===== config.mk =====
export PLATFORM = sky130hd
export DESIGN_NAME = bcd_to_bin
export DESIGN_NICKNAME = d
export VERILOG_FILES = /design/src/rtl/bcd_pkg.sv /design/src/rtl/bcd_nib_adj.sv /design/src/rtl/bcd_to_bin.sv
export SDC_FILE = /design/constraint.sdc
export NUM_CORES = 1
export LEC_CHECK = 0
export BUFFER_PORTS_ARGS = -buffer_cell sky130_fd_sc_hd__clkbuf_2
export CORE_AREA = 2 2 50 52
export CTS_CLUSTER_SIZE = 20
export DETAILED_ROUTE_END_ITERATION = 8
export DIE_AREA = 0 0 52 54
export MAX_ROUTING_LAYER = met4
export PLACE_DENSITY = 0.83
export SETUP_SLACK_MARGIN = 0.3
export SKIP_LAST_GASP = 1
export SLEW_MARGIN = 20
export SYNTH_ARGS = -nofsm -noshare
export SYNTH_HDL_FRONTEND = slang
export SYNTH_SLANG_ARGS = --single-unit

===== constraint.sdc =====
create_clock -name CLK -period 5.1 [get_ports CLK]
set_clock_uncertainty 0.15 [all_clocks]
set_input_delay 0.51 -clock CLK [delete_from_list [all_inputs] [get_ports CLK]]
set_output_delay 0.51 -clock CLK [all_outputs]
set_load 0.03 [all_outputs]

===== src/rtl/bcd_pkg.sv =====
// Shared definitions for the BCD-to-binary converter: FSM encoding,
// digit limits, correction constants and a width helper.
package bcd_pkg;

    typedef enum logic [1:0] {
        IDLE = 2'd0,
        CONV = 2'd1,
        FIN  = 2'd2
    } state_e;

    localparam logic [3:0] BCD_MAX    = 4'd9;
    localparam logic [3:0] ADJ_THRESH = 4'd8;
    localparam logic [3:0] ADJ_VAL    = 4'd3;

    // Smallest binary width that can hold 10^digits - 1.
    function automatic int unsigned min_bin_w(input int unsigned digits);
        longint unsigned pow10;
        pow10 = 64'd1;
        for (int unsigned i = 0; i < digits; i++) begin
            pow10 = pow10 * 64'd10;
        end
        return $clog2(pow10);
    endfunction

endpackage


===== src/rtl/bcd_nib_adj.sv =====
// One BCD nibble correction step of reverse double-dabble: subtract 3
// from nibbles that reached 8 or more after the right shift.
module bcd_nib_adj
    import bcd_pkg::*;
(
    input  logic [3:0] i_nib,
    output logic [3:0] o_nib_c
);

    assign o_nib_c = (i_nib >= ADJ_THRESH) ? (i_nib - ADJ_VAL) : i_nib;

endmodule


===== src/rtl/bcd_to_bin.sv =====
// Sequential packed-BCD to binary converter using reverse double-dabble,
// one bit per clock, with start/busy/done handshake and digit validation.
module bcd_to_bin
    import bcd_pkg::*;
#(
    parameter int unsigned DIGITS = 2,
    parameter int unsigned BIN_W  = 7
) (
    input  logic                  CLK,
    input  logic                  RST_N,
    input  logic                  START,
    input  logic [4*DIGITS-1:0]   BCD,
    output logic                  BUSY,
    output logic                  DONE,
    output logic [BIN_W-1:0]      BIN,
    output logic                  ERR
);

    localparam int unsigned BCD_W = 4 * DIGITS;
    localparam int unsigned SR_W  = 2 * BCD_W;
    localparam int unsigned CNT_W = $clog2(4 * DIGITS + 1);

    if (DIGITS < 1 || DIGITS > 4) begin : g_bad_digits
        $error("bcd_to_bin: DIGITS must be in 1..4");
    end
    if (BIN_W < min_bin_w(DIGITS)) begin : g_bad_bin_w
        $error("bcd_to_bin: BIN_W too narrow for 10^DIGITS");
    end

    state_e              r_state;
    logic [SR_W-1:0]     r_sr;
    logic [CNT_W-1:0]    r_cnt;
    logic [BIN_W-1:0]    r_bin;
    logic                r_err;

    logic [SR_W-1:0]     w_shift;
    logic [SR_W-1:0]     w_next;
    logic                w_bad;

    // Binary field is BCD_W wide so no bit falls off before the last shift.
    assign w_shift = {1'b0, r_sr[SR_W-1:1]};
    assign w_next[BCD_W-1:0] = w_shift[BCD_W-1:0];

    for (genvar g = 0; g < DIGITS; g++) begin : g_adj
        bcd_nib_adj u_adj (
            .i_nib   (w_shift[BCD_W + 4*g +: 4]),
            .o_nib_c (w_next[BCD_W + 4*g +: 4])
        );
    end

    always_comb begin
        w_bad = 1'b0;
        for (int i = 0; i < int'(DIGITS); i++) begin
            if (BCD[4*i +: 4] > BCD_MAX) begin
                w_bad = 1'b1;
            end
        end
    end

    // BIN/ERR are loaded on the edge entering FIN so they change with DONE.
    always_ff @(posedge CLK or negedge RST_N) begin
        if (!RST_N) begin
            r_state <= IDLE;
            r_sr    <= '0;
            r_cnt   <= '0;
            r_bin   <= '0;
            r_err   <= 1'b0;
        end else begin
            case (r_state)
                IDLE: begin
                    if (START) begin
                        r_sr  <= {BCD, {BCD_W{1'b0}}};
                        r_cnt <= '0;
                        if (w_bad) begin
                            r_bin   <= '0;
                            r_err   <= 1'b1;
                            r_state <= FIN;
                        end else begin
                            r_state <= CONV;
                        end
                    end
                end
                CONV: begin
                    r_sr  <= w_next;
                    r_cnt <= r_cnt + CNT_W'(1);
                    if (r_cnt == CNT_W'(BCD_W - 1)) begin
                        r_bin   <= BIN_W'(w_next[BCD_W-1:0]);
                        r_err   <= 1'b0;
                        r_state <= FIN;
                    end
                end
                FIN: begin
                    r_state <= IDLE;
                end
                default: begin
                    r_state <= IDLE;
                end
            endcase
        end
    end

    assign BUSY = (r_state == CONV);
    assign DONE = (r_state == FIN);
    assign BIN  = r_bin;
    assign ERR  = r_err;

endmodule


==> impl_metrics.env <==
export IMPL_rsz0062_at_grt="no"
export IMPL_fmax_ghz=0.413
export IMPL_gp_congestion=0.887
export IMPL_numCtsBuffers=5
export IMPL_grt_max_degree=30
export IMPL_holdWs_ns=0.0487
export IMPL_nNetsFinal=150
export IMPL_required_ns=4.44
export IMPL_grt_total_usage_pct=20.1
export IMPL_cts_buffer_depth=2
export IMPL_cp_end_kind="primary output"
export IMPL_final_cell_mix="dfrtp_1, clkbuf_2, o21ai_0, a22o_1, nand2_1"
export IMPL_synthMuxAreaShare_pct=2.35
export IMPL_fp_row_count=18
export IMPL_power_uw=831
export IMPL_synth_top_area_share_pct=56.8
export IMPL_drtPass1Iterations=4
export IMPL_max_stage_delay_ns=0.60
export IMPL_final_period_utilization_pct=47.5
export IMPL_synth_top_family_by_area="compound AO/OA/AOI/OAI gates"
export IMPL_n_antenna_cell=0
export IMPL_cts_sinks=29
export IMPL_synth_xor_area_share_pct=2.06
export IMPL_routed_wl_um=2350
export IMPL_hold_violations=0
export IMPL_cts_hold_fix_buffers=0
export IMPL_crit_family="buffers and inverters"
export IMPL_clk_transition_reported_paths_ns=0.11
export IMPL_io_buffers=20
export IMPL_period_minus_slack_ns=2.42
export IMPL_synthToLayoutAreaGrowth_pct=17.2
export IMPL_run_status="complete, no violations"
export IMPL_io_pins=21
export IMPL_viasPerCell=5.68
export IMPL_dp_hpwl_um=1650
export IMPL_htreeDepth=2
export IMPL_die_area_mm2=0.00281
export IMPL_num_vias=948
export IMPL_drive_above_1_share_pct=23.4
export IMPL_slew_viol_final=0
export IMPL_synth_area_mm2=0.00128
export IMPL_synthAdderAreaFrac_pct=2.94
export IMPL_relSlewSlack_pct=54.1
export IMPL_die_h_um=54
export IMPL_critPathLaunchType="flop"
export IMPL_drc=0
export IMPL_worst_pin_slew_ns=0.689
export IMPL_worstPathCellList="nand2b_2 > inv_1 > clkbuf_2"
export IMPL_worstSkewPairLatency_ns=0.33
export IMPL_die_x_um=52
export IMPL_ys_ff_latch=29
export IMPL_holdCritPathClass="in -> async"
export IMPL_synth_compound_area_share_pct=22.3
export IMPL_synthSimpleGateAreaFrac_pct=9.89
export IMPL_syn_nets=127
export IMPL_p_leak_nw=0.742
export IMPL_layout_cells_non_filler=167
export IMPL_post_cts_setup_buffer_count=0
export IMPL_yosysSeqAreaShare_pct=56.8
export IMPL_post_cts_resize_count=0
export IMPL_initialDrtViolationCount=25
export IMPL_final_common_cell="dfrtp_1"
export IMPL_crit_type="reg -> out"
export IMPL_cp_max_fo=14
export IMPL_dp_cells=159
export IMPL_worst_path_buf_inv=2
export IMPL_avgSynthCellArea_um2=11.3
export IMPL_start_util_pct=55.1
export IMPL_drv_cap=0
export IMPL_overflow=0
export IMPL_ant_nets=0
export IMPL_crit_slowest_cell="dfrtp_1"
export IMPL_cts_tree="built"
export IMPL_setup_viol=0
export IMPL_grt_pass1_vias=880
export IMPL_crit_arrival_ns=1.76
export IMPL_ys_warn_count=0
export IMPL_synth_largest_area_cell="dfrtp_1"
export IMPL_synth_cell_types=28
export IMPL_grt_pass1_wl_um=3840
export IMPL_cts_root_buf="clkbuf_4"
export IMPL_wl_per_cell_um=14.1
export IMPL_power_density_mw_per_mm2=555
export IMPL_finalSetupTns_ns=0
export IMPL_synth_cells=113
export IMPL_antenna_found_initial=0
export IMPL_ir_worst_vdd_uv=363
export IMPL_netlist_top_cells_area="dfrtp_1, a22o_1, o21ai_0"
export IMPL_core_area_mm2=0.00232
synthesized netlist by cell type, drive strengths merged:
master  number
dfrtp       29
a22o        15
o21ai       15
nand2       10
buf          5
inv          5
nor2         4
a21oi        3
ha           3
mux2i        3
nor2b        3
nand2b       2
nand3        2
o22ai        2
xor2         2
a22oi        1
a311o        1
a31oi        1
a32oi        1
and2         1
and3b        1
nor3b        1
o21bai       1
o311a        1
xnor2        1
final cells by class:
class	instances	area, um^2
clock inverters	3	65.1
multi-input cells	74	505
repair buffers	21	108
well taps	30	37.5
clock buffers	5	37.5
flip-flops and latches	29	726
inverters	5	18.8
fillers	178	822
layer usage:
| metal | track usage [%] | share of wire (%) | vias up | wire length (um) |
|---|---|---|---|---|
| met4 | 12.7 | 1.9 | 0 | 45 |
| met5 | - | 0 | - | 0 |
| li1 | - | - | 455 | - |
| met2 | 28.1 | 45 | 37 | 1050 |
| met3 | 6.67 | 6.4 | 7 | 151 |
| met1 | 25.2 | 47 | 449 | 1100 |
where the power goes:
part	switching [mW]	total [mW]	internal [mW]
logic	0.139	0.238	0.0997
clock network	0.0822	0.234	0.152
registers	0.0681	0.359	0.291
total	0.289	0.831	0.542
sequential cells by signal, indices dropped and copies added, names as in the netlist:
name and count:
BIN 7, ERR 1, r_sr 15, r_state 2
r_cnt 4
cell families after synthesis:
logic type / after synthesis
DFF: 29
muxes: 3
adders and majority gates: 3
AOI/OAI and AO/OA: 41
xor gates and xnor gates: 3
buffers and inverters: 10
and+or+nand+nor: 24
per-stage QoR:
| step | util [%] | instance area (um^2) | setup slack, ns |
|---|---|---|---|
| after floorplan | - | 1280 | 3.37 |
| after global placement | 60.1 | 1400 | 3.12 |
| after detailed placement | 60.1 | 1400 | 3.06 |
| after CTS | 64.6 | 1500 | 2.67 |
| after global routing | 64.6 | 1500 | 2.53 |
| final | 64.6 | 1500 | 2.68 |
final timing paths:
path / cells past startpoint / end / from / slack [ns]
hold / removal: 1 / ERR / RST_N / 0.05
setup / recovery: 3 / BUSY / r_state[0] / 2.68
min in group CLK: 2 / r_sr[11] / BCD[3] / 0.30
setup reg to reg: 4 / BIN[5] / r_state[0] / 3.16
max in group asynchronous: 1 / r_sr[13] / RST_N / 4.29
hold reg to reg: 2 / r_sr[13] / r_sr[13] / 0.34
Note: power is estimated with default switching activity, not from simulation.
